===== config.mk =====
export PLATFORM = sky130hd
export DESIGN_NAME = fetch_unit
export DESIGN_NICKNAME = d
export VERILOG_FILES = /design/src/rtl/fetch_pkg.sv /design/src/rtl/fetch_queue.sv /design/src/rtl/fetch_unit.sv
export SDC_FILE = /design/constraint.sdc
export NUM_CORES = 1
export LEC_CHECK = 0
export CORE_MARGIN = 4
export CORE_UTILIZATION = 35
export DETAILED_ROUTE_END_ITERATION = 16
export HOLD_SLACK_MARGIN = 0.05
export PLACE_DENSITY = 0.57
export SYNTH_ARGS = -nofsm -noshare
export SYNTH_HDL_FRONTEND = slang
export SYNTH_SLANG_ARGS = --single-unit

===== constraint.sdc =====
create_clock -name clock -period 7.7 [get_ports clock]
set_clock_uncertainty 0.2 [all_clocks]
set_input_delay 2.31 -clock clock [delete_from_list [all_inputs] [get_ports clock]]
set_output_delay 2.31 -clock clock [all_outputs]
set_load 0.02 [all_outputs]

===== src/rtl/fetch_pkg.sv =====
// Shared types and constants for the dual-issue fetch front end.
package fetch_pkg;

    typedef logic [31:0] inst_t;
    typedef logic [63:0] fetch_pair_t;

    localparam inst_t       NOP_INST       = 32'h0000_0013;
    localparam logic [31:0] FETCH_RESET_PC = 32'h0000_0000;

    function automatic logic [31:0] align8(input logic [31:0] addr);
        return {addr[31:3], 3'b000};
    endfunction

endpackage


===== src/rtl/fetch_queue.sv =====
// Circular instruction queue: up to two pushes and two pops per cycle, flush, head/head+1 read ports.
module fetch_queue
    import fetch_pkg::*;
#(
    parameter int DEPTH = 8
) (
    input  logic                     clock,
    input  logic                     reset_n,
    input  logic                     flush_i,
    input  logic [1:0]               wr_n_i,
    input  inst_t                    wr0_i,
    input  inst_t                    wr1_i,
    input  logic [1:0]               rd_n_i,
    output inst_t                    head0_o,
    output inst_t                    head1_o,
    output logic [$clog2(DEPTH):0]   count_o
);

    localparam int AW = $clog2(DEPTH);

    inst_t         mem_q [DEPTH];
    logic [AW-1:0] rd_ptr_q, rd_ptr_d, wr_ptr_q, wr_ptr_d;
    logic [AW:0]   count_q, count_d;
    logic [AW-1:0] rd_ptr_nx_s, wr_ptr_nx_s;

    assign rd_ptr_nx_s = rd_ptr_q + AW'(1'b1);
    assign wr_ptr_nx_s = wr_ptr_q + AW'(1'b1);
    assign head0_o     = mem_q[rd_ptr_q];
    assign head1_o     = mem_q[rd_ptr_nx_s];
    assign count_o     = count_q;

    // Next pointer/count; pointers wrap naturally at DEPTH
    always_comb begin
        rd_ptr_d = rd_ptr_q;
        wr_ptr_d = wr_ptr_q;
        count_d  = count_q;
        if (flush_i) begin
            rd_ptr_d = {AW{1'b0}};
            wr_ptr_d = {AW{1'b0}};
            count_d  = {(AW+1){1'b0}};
        end else begin
            rd_ptr_d = rd_ptr_q + AW'(rd_n_i);
            wr_ptr_d = wr_ptr_q + AW'(wr_n_i);
            count_d  = count_q + (AW+1)'(wr_n_i) - (AW+1)'(rd_n_i);
        end
    end

    // Pointer and count registers
    always_ff @(posedge clock) begin
        if (!reset_n) begin
            rd_ptr_q <= {AW{1'b0}};
            wr_ptr_q <= {AW{1'b0}};
            count_q  <= {(AW+1){1'b0}};
        end else begin
            rd_ptr_q <= rd_ptr_d;
            wr_ptr_q <= wr_ptr_d;
            count_q  <= count_d;
        end
    end

    // Storage writes; contents are only observed through count-gated reads
    always_ff @(posedge clock) begin
        if (!flush_i && (wr_n_i != 2'd0)) begin
            mem_q[wr_ptr_q] <= wr0_i;
        end
        if (!flush_i && (wr_n_i == 2'd2)) begin
            mem_q[wr_ptr_nx_s] <= wr1_i;
        end
    end

endmodule


===== src/rtl/fetch_unit.sv =====
// Dual-issue fetch stage: PC, request credit, skip-tag FIFO, redirect drop logic.
// Optional starvation counter enabled by defining FETCH_PERF_CNT_EN.
module fetch_unit
    import fetch_pkg::*;
#(
    parameter int          DEPTH    = 8,
    parameter int          MAX_OUT  = 2,
    parameter logic [31:0] RESET_PC = FETCH_RESET_PC
) (
    input  logic        clock,
    input  logic        reset_n,
    output logic        imem_req_valid,
    input  logic        imem_req_ready,
    output logic [31:0] imem_req_addr,
    input  logic        imem_resp_valid,
    input  logic [63:0] imem_resp_data,
    input  logic        redirect_valid,
    input  logic [31:0] redirect_pc,
    output logic [31:0] inst_a,
    output logic [31:0] inst_b,
    output logic        inst_a_valid,
    output logic        inst_b_valid,
    output logic [31:0] pc_a,
    input  logic        decode_ready,
    output logic [31:0] perf_starve_cnt
);

    localparam int OW = $clog2(MAX_OUT + 1);
    localparam int CW = $clog2(DEPTH) + 1;

    logic [31:0]        fetch_pc_q, fetch_pc_d, pc_a_q, pc_a_d;
    logic [OW-1:0]      out_q, out_d, drop_q, drop_d, tcnt_q, tcnt_d;
    logic [MAX_OUT-1:0] tags_q, tags_d;
    logic [CW-1:0]      count_s;
    logic [31:0]        credit_s;
    logic               req_fire_s, resp_live_s, skip_s;
    logic [1:0]         wr_n_s, rd_n_s;
    inst_t              head0_s, head1_s, wr0_s;
    fetch_pair_t        resp_s;

    assign resp_s      = imem_resp_data;
    // Space for every in-flight response is reserved before the request goes out
    assign credit_s    = 32'(count_s) + (32'(out_q) << 1) + 32'd2;
    assign imem_req_valid = reset_n && !redirect_valid
                         && (32'(out_q) < 32'(MAX_OUT)) && (credit_s <= 32'(DEPTH));
    assign imem_req_addr  = align8(fetch_pc_q);
    assign req_fire_s  = imem_req_valid && imem_req_ready;
    assign resp_live_s = imem_resp_valid && (drop_q == {OW{1'b0}});
    assign skip_s      = tags_q[0];
    assign wr0_s       = skip_s ? resp_s[63:32] : resp_s[31:0];

    // Queue write/read counts; redirect suppresses both
    always_comb begin
        wr_n_s = 2'd0;
        rd_n_s = 2'd0;
        if (redirect_valid) begin
            wr_n_s = 2'd0;
            rd_n_s = 2'd0;
        end else begin
            if (resp_live_s) begin
                wr_n_s = skip_s ? 2'd1 : 2'd2;
            end else begin
                wr_n_s = 2'd0;
            end
            if (decode_ready && (count_s >= CW'(2))) begin
                rd_n_s = 2'd2;
            end else if (decode_ready && (count_s != {CW{1'b0}})) begin
                rd_n_s = 2'd1;
            end else begin
                rd_n_s = 2'd0;
            end
        end
    end

    // PC, outstanding/drop accounting and skip-tag FIFO next state
    always_comb begin
        out_d      = out_q + OW'(req_fire_s) - OW'(imem_resp_valid);
        drop_d     = drop_q;
        tags_d     = tags_q;
        tcnt_d     = tcnt_q;
        pc_a_d     = pc_a_q + {28'd0, rd_n_s, 2'b00};
        fetch_pc_d = fetch_pc_q;
        if (redirect_valid) begin
            drop_d     = out_d;
            tags_d     = {MAX_OUT{1'b0}};
            tcnt_d     = {OW{1'b0}};
            pc_a_d     = redirect_pc;
            fetch_pc_d = redirect_pc;
        end else begin
            if (imem_resp_valid && (drop_q != {OW{1'b0}})) begin
                drop_d = drop_q - OW'(1'b1);
            end else begin
                drop_d = drop_q;
            end
            if (resp_live_s) begin
                tags_d = tags_q >> 1;
                tcnt_d = tcnt_q - OW'(1'b1);
            end else begin
                tcnt_d = tcnt_q;
            end
            if (req_fire_s) begin
                fetch_pc_d = align8(fetch_pc_q) + 32'd8;
                for (int i = 0; i < MAX_OUT; i++) begin
                    if (OW'(i) == tcnt_d) begin
                        tags_d[i] = fetch_pc_q[2];
                    end else begin
                        tags_d[i] = tags_d[i];
                    end
                end
                tcnt_d = tcnt_d + OW'(1'b1);
            end else begin
                fetch_pc_d = fetch_pc_q;
            end
        end
    end

    // Control state registers
    always_ff @(posedge clock) begin
        if (!reset_n) begin
            fetch_pc_q <= RESET_PC;
            pc_a_q     <= RESET_PC;
            out_q      <= {OW{1'b0}};
            drop_q     <= {OW{1'b0}};
            tcnt_q     <= {OW{1'b0}};
            tags_q     <= {MAX_OUT{1'b0}};
        end else begin
            fetch_pc_q <= fetch_pc_d;
            pc_a_q     <= pc_a_d;
            out_q      <= out_d;
            drop_q     <= drop_d;
            tcnt_q     <= tcnt_d;
            tags_q     <= tags_d;
        end
    end

    fetch_queue #(.DEPTH(DEPTH)) u_queue (
        .clock   (clock),
        .reset_n (reset_n),
        .flush_i (redirect_valid),
        .wr_n_i  (wr_n_s),
        .wr0_i   (wr0_s),
        .wr1_i   (resp_s[63:32]),
        .rd_n_i  (rd_n_s),
        .head0_o (head0_s),
        .head1_o (head1_s),
        .count_o (count_s)
    );

    assign inst_a_valid = (count_s != {CW{1'b0}});
    assign inst_b_valid = (count_s >= CW'(2));
    assign inst_a       = inst_a_valid ? head0_s : NOP_INST;
    assign inst_b       = inst_b_valid ? head1_s : NOP_INST;
    assign pc_a         = pc_a_q;

`ifdef FETCH_PERF_CNT_EN
    logic [31:0] perf_q;

    // Cycles where decode was ready but nothing could be issued
    always_ff @(posedge clock) begin
        if (!reset_n) begin
            perf_q <= 32'd0;
        end else if (decode_ready && !inst_a_valid && !redirect_valid) begin
            perf_q <= perf_q + 32'd1;
        end else begin
            perf_q <= perf_q;
        end
    end

    assign perf_starve_cnt = perf_q;
`else
    assign perf_starve_cnt = 32'd0;
`endif

endmodule

# Word-level counts from Yosys, hierarchy flattened
# Memories as Yosys holds them, arrays and structs flattened. A register that Yosys moved wholly into a read port is not among the register bits.
# Cells that the tools add are included.
# Widths: inputs -> output; s select.
totals:
  regBits: 82
  ramBits: 256
  in_bits: 102
  memories: 1
classes:
  add_sub_neg: 15
  magnitude_cmp: 3
  eq_ne: 2
  muxes: 26
  bitwise: 1
  n_reduce_logical: 19
mem_list:
  columns: ["name", "words", "word_bits", "read_ports", "rd_clocked_by_memory_dff", "write_ports", "line", "rtl"]
  rows:
  - ["u_queue.mem_q", 8, 32, 2, 1, 2, "fetch_queue.sv:21", "inst_t mem_q [DEPTH];"]
op_table:
  columns: ["cell", "n"]
  rows:
  - ["$mux 32", 6]
  - ["$add 32x4->32", 1]
  - ["$add 32x4->32 const B", 1]
  - ["$mux 2", 12]
  - ["$logic_and 1x1->1", 10]
  - ["$reduce_bool 2->1", 4]
  - ["$mux 1", 7]
  - ["$add 3x1->3 const B", 2]
  - ["$add 3x2->3", 2]
  - ["$add 5x2->6 const B", 1]
  - ["$le 6x4->1 const B", 1]
  - ["$add 4x3->5", 1]
  - ["$add 4x2->4", 1]
  - ["$ge 4x2->1 const B", 1]
  - ["$logic_not 2->1", 2]
  - ["$reduce_bool 4->1", 1]
  - ["$sub 2x1->2 const B", 2]
  - ["$sub 4x2->4", 1]
  - ["$mux 3", 1]
  - ["$add 2x1->2", 1]
  - ["$add 2x1->2 const B", 1]
  - ["$eq 1x2->1 const A", 1]
  - ["$eq 2x2->1 const B", 1]
  - ["$lt 2x2->1 const B", 1]
  - ["other kinds (4)", 4]

# Longest topological paths before layout
depth:
  word_depth: 8
  mapped_depth: 16
  mapped_depth_nobuf: 15

# Hierarchy
# From an unflattened synthesis, not the netlist that was laid out.
unflattened:
  cells_unflattened: 1509
  area_unflattened_um2: 20468.4
by_module_without_submodules:
  columns: ["module", "instances", "cells_per_inst", "area_each_um2", "seq_area_each_um2"]
  rows:
  - ["fetch_queue", 1, 844, 15282.2, 7887.6]
  - ["fetch_unit", 1, 665, 5186.2, 1401.3]

# Worst setup path after synthesis
# OpenSTA, ideal clock, no wires.
synth_timing:
  path_type: "input to register"
  startpoint: "input redirect_valid"
  endpoint: "memory u_queue.mem_q[4][0] (netlist bit), enable pin"
  arrival_ps: 5359
  slack_ps: 1671
  cell_stages: 5
  cell_sequence: "clkbuf_1 > buf_1 > nor2_1 > nand2_1 > o31ai_1"
synth_rtl:
  columns: ["item", "line", "rtl"]
  rows:
  - ["start, declared", "fetch_unit.sv:17", "input logic redirect_valid,"]
  - ["end, declared", "fetch_queue.sv:21", null]

# Final worst setup path
layout_timing:
  startpoint: "input reset_n"
  endpoint: "output imem_req_valid"
layout_via:
  elab_chain_cells: 3
layout_lines:
  columns: ["item", "line", "rtl"]
  rows:
  - ["start, declared", "fetch_unit.sv:11", "input logic reset_n,"]
  - ["$logic_and 1x1->1", "fetch_unit.sv:44", "assign imem_req_valid = reset_n && !redirect_valid"]
  - ["$logic_and 1x1->1 (2 in a row)", "fetch_unit.sv:45", "&& (32'(out_q) < 32'(MAX_OUT)) && (credit_s <= 32'(DEPTH));"]
  - ["end, declared", "fetch_unit.sv:12", "output logic imem_req_valid,"]
# No other way between the ends.

==> results.py <==
metrics = {
    "clock_network": {
        "clkLatencyLatePin_ns": 0.56,
        "cts.htree.levels": 2,
        "worst_setup_hold_path_clk_slew_ns": 0.06,
        "postCtsResizedCells": 0,
        "tritoncts_clock_tree": "yes",
        "clock_tree.root_cell": "sky130_fd_sc_hd__clkbuf_16",
        "setup_fix_bufs_post_cts": 0,
        "post_cts_hold_fix_bufs": 0,
        "cts.sinks": 336,
        "cts_inserted_buffers": 40,
        "cts.path.max_buffers": 3,
    },
    "route": {
        "wl_per_cell_um": 22.2,
        "ant_nets_after_route": 0,
        "drt_first_pass_iters": 5,
        "drc": 0,
        "detailroute.via_count": 15200,
        "detail_route.vias_per_cell": 5.49,
        "detail_route.wirelength_um": 61500,
        "first_iter_violations": 1478,
    },
    "die": {
        "die_width_um": 246,
        "boundaryPins": 265,
        "starting_density_of_the_core_pct": 35.6,
        "floorplan.die_area_um2": 60300,
        "die_height_um": 246,
        "core_area_um2": 55500,
        "number_of_core_rows": 86,
    },
    "global_routing": {
        "grt_use_met2_pct": 33.0,
        "grt.total_usage_pct": 19.9,
        "grt_remaining_overflow": 0,
        "grt_first_pass_wirelength_um": 92300,
        "grt_antenna_before_repair": 5,
        "grt_util_met3_pct": 3.62,
        "grt_most_used_layer": "met2",
        "grt_pass1_vias": 14700,
        "met1_usage_pct": 26.7,
        "grt_max_degree": 130,
    },
    "logic_synthesis": {
        "yosys.area_share.adder_pct": 1.70,
        "synth_top_family_by_area": "multiplexers",
        "syn_inst": 1881,
        "synth_top_area_cell": "sky130_fd_sc_hd__edfxtp_1",
        "ys_async_sr_fraction_pct": 0,
        "ys_types": 61,
        "ys.flop_type": "sky130_fd_sc_hd__edfxtp_1",
        "syn-cell-area_um2": 19800,
        "fraction_of_the_mapped_netlist_area_in_compound_gates_pct": 11.8,
        "synth-edff-count": 256,
        "post_synth_mux_area_share_pct": 18.0,
        "ys_seq_area_share_pct": 47.0,
        "syn_avg_cell_area_um2": 10.5,
        "synth-xor-area-share_pct": 1.73,
        "post-synth-top-area-fraction_pct": 38.9,
        "synth.ff_latch_count": 336,
        "yosys-top-cells-area": "sky130_fd_sc_hd__edfxtp_1, sky130_fd_sc_hd__mux4_2, sky130_fd_sc_hd__a21oi_1",
        "yosysWarnings": 0,
        "post_synth_and_or_nand_nor_area_fraction_pct": 13.2,
    },
    "cells_and_area": {
        "syn2layout_area_growth_pct": 19.7,
        "design.final.nets": 2110,
        "final_cells": 2764,
        "final_layout_size_suffix_gt1_share_pct": 12.8,
        "seq_area_um2": 9300,
        "fin_util_pct": 42.6,
        "layout.cell_area.non_filler_um2": 23700,
        "filler_cell_count": 5215,
        "multi_input_area_um2": 9490,
    },
    "worst_setup_path": {
        "cp_cell_sequence": "clkdlybuf4s50_1 -> nor2b_1 -> o211a_1 -> clkdlybuf4s50_1",
        "timing.critical_path.slowest_stage_cell": "sky130_fd_sc_hd__clkdlybuf4s50_1",
        "critical-path-top-delay-family": "buffers and inverters",
        "start_kind": "input port",
        "crit_path_end_kind": "output pin",
        "worstPathRequired_ns": 5.19,
        "cpPeakStageDelay_ns": 0.60,
        "critical_path_arrival_ns": 3.72,
        "critPathKind": "in -> out",
        "worstPathMaxFanout": 2,
        "worst-path-buf-inv": 2,
        "cp_common_cell": "sky130_fd_sc_hd__clkdlybuf4s50_1",
    },
    "sta": {
        "final_max_slew_viol_count": 0,
        "finalWorstSetupSlack_ns": 1.47,
        "slew_headroom_pct": 16.2,
        "fin_tns_setup_ns": 0,
        "fmaxAchievable_mhz": 161,
        "finalHoldViolCount": 0,
        "timing_worst_slew_pin_value_ns": 1.25,
        "setup-violations-final": 0,
        "min_period_ns": 6.23,
        "unrepaired_setup_endpoints_after_global_routing": "false",
        "min_period_over_period_pct": 80.9,
    },
    "placement": {
        "port-buffer-count": 229,
        "place.detailed.hpwl_um": 37400,
        "placed_cell_area_um2": 22400,
        "dp_slack_ns": 1.46,
        "globalplace.congestion": 0.801,
        "placed_cells_incl_taps": 2689,
    },
    "power_and_ir_drop": {
        "powerDensity_nw_per_um2": 206,
        "max_ir_drop_vdd_v": 0.000199,
        "total_leakage_power_nw": 7.82,
    },
    "worst_hold_path": {
        "holdCritPathClass": "reg -> reg",
    },
    "run": {
        "cap_viol_max_count": 0,
    },
    "status": {
        "outcome": "finished, final reports clean",
    },
}
cell usage after synthesis (3+ instances only):
| master | n |
|---|---|
| sky130_fd_sc_hd__a211oi_1 | 4 |
| sky130_fd_sc_hd__a21o_1 | 3 |
| sky130_fd_sc_hd__a21oi_1 | 341 |
| sky130_fd_sc_hd__a31oi_1 | 20 |
| sky130_fd_sc_hd__a32oi_1 | 3 |
| sky130_fd_sc_hd__and2_1 | 15 |
| sky130_fd_sc_hd__and3_1 | 9 |
| sky130_fd_sc_hd__and4_1 | 5 |
| sky130_fd_sc_hd__and4_4 | 3 |
| sky130_fd_sc_hd__buf_1 | 48 |
| sky130_fd_sc_hd__buf_2 | 26 |
| sky130_fd_sc_hd__buf_4 | 66 |
| sky130_fd_sc_hd__clkbuf_1 | 90 |
| sky130_fd_sc_hd__dfxtp_1 | 80 |
| sky130_fd_sc_hd__edfxtp_1 | 256 |
| sky130_fd_sc_hd__fa_1 | 3 |
| sky130_fd_sc_hd__ha_1 | 22 |
| sky130_fd_sc_hd__inv_1 | 28 |
| sky130_fd_sc_hd__mux2i_1 | 68 |
| sky130_fd_sc_hd__mux4_2 | 128 |
| sky130_fd_sc_hd__nand2_1 | 116 |
| sky130_fd_sc_hd__nand2b_1 | 3 |
| sky130_fd_sc_hd__nand3_1 | 34 |
| sky130_fd_sc_hd__nand4_1 | 13 |
| sky130_fd_sc_hd__nor2_1 | 318 |
| sky130_fd_sc_hd__nor2b_1 | 7 |
| sky130_fd_sc_hd__nor3_1 | 13 |
| sky130_fd_sc_hd__nor3b_1 | 3 |
| sky130_fd_sc_hd__nor4_1 | 14 |
| sky130_fd_sc_hd__nor4b_1 | 3 |
| sky130_fd_sc_hd__o211ai_1 | 3 |
| sky130_fd_sc_hd__o21ai_0 | 48 |
| sky130_fd_sc_hd__o311ai_0 | 4 |
| sky130_fd_sc_hd__o31ai_1 | 4 |
| sky130_fd_sc_hd__or2_2 | 4 |
| sky130_fd_sc_hd__or3_1 | 4 |
| sky130_fd_sc_hd__or4_1 | 6 |
| sky130_fd_sc_hd__xnor2_1 | 24 |
| sky130_fd_sc_hd__xor2_1 | 15 |
flip-flops by register name (all words and copies together), names as in the netlist:
name / cells
u_queue.mem_q: 256
pc_a: 32
fetch_pc_q: 30
u_queue.count_o: 4
u_queue.rd_ptr_q: 3
u_queue.wr_ptr_q: 3
drop_q: 2
out_q: 2
tags_q: 2
tcnt_q: 2
power breakdown:
group	internal [mW]	switching [mW]	total, mW	leakage, nW
sequential	2.02	0.0496	2.07	2.98
clock	1.10	0.771	1.87	0.624
combinational	0.381	0.558	0.939	4.22
total	3.50	1.38	4.87	7.82
final cells by class:
type / count / area share [%]
Sequential cell: 336 / 39.3
Clock inverter: 19 / 0.741
Timing Repair Buffer: 259 / 10.7
Antenna cell: 3 / 0.0317
Tap cell: 748 / 3.96
Multi-Input combinational cell: 1315 / 40.1
Clock buffer: 53 / 4.61
Inverter: 31 / 0.513
metal layers:
metal  vias up  routed length [um]
met1      7497               25600
met3        86                4480
met4         2                1680
li1       7040                   -
met2       556               29700
met5         -                   7
layout by cell type (no fill, tap or decap), drive strengths merged, types with 4 or more instances in the layout:
master,n
dfxtp,80
nand4,14
o311ai,4
clkbuf,53
nand3,35
and4,8
mux4,128
edfxtp,256
mux2i,68
clkdlybuf4s50,228
nor2b,8
and2,15
xor2,15
buf,31
a31oi,21
a211oi,4
o21ai,48
or4,6
and3,9
a21oi,341
or2,4
nor4,16
clkinv,16
xnor2,24
nor2,318
inv,31
ha,22
nor3,15
nand2,117
or3,4
conb,35
o31ai,4
metrics by stage:
stage | power, mW | hold slack, ns
3_5_place_dp | 3.05 | 0.260
3_3_place_gp | 3.03 | 0.253
4_1_cts | 4.92 | 0.268
2_1_floorplan | 2.63 | 0.247
5_1_grt | 5.07 | 0.290
6_report | 4.87 | 0.267
tightest hold or removal path, delay by kind of cell, from the launching register on:
kind            cells  cell delay [ns]
flops               1             0.31
simple gates        1             0.06
compound gates      1             0.06
final timing paths:
| kind | startpoint | to | slack, ns | cells past startpoint |
|---|---|---|---|---|
| max reg2reg | out_q[1] | drop_q[1] | 3.82 | 14 |
| max | reset_n | imem_req_valid | 1.47 | 4 |
| min reg2reg | tags_q[1] | tags_q[1] | 0.27 | 2 |
| min | tags_q[1] | tags_q[1] | 0.27 | 2 |
logic make-up (layout without fill, tap and decap cells):
family                     Yosys count  after routing
AOI/OAI and AO/OA                  439            439
xor gates and xnor gates            39             39
adders and majority gates           25             25
buffers and inverters              264            362
DFF                                336            336
muxes                              196            196
other                                1             38
and+or+nand+nor                    581            581
(Power assumes the default switching activity.)
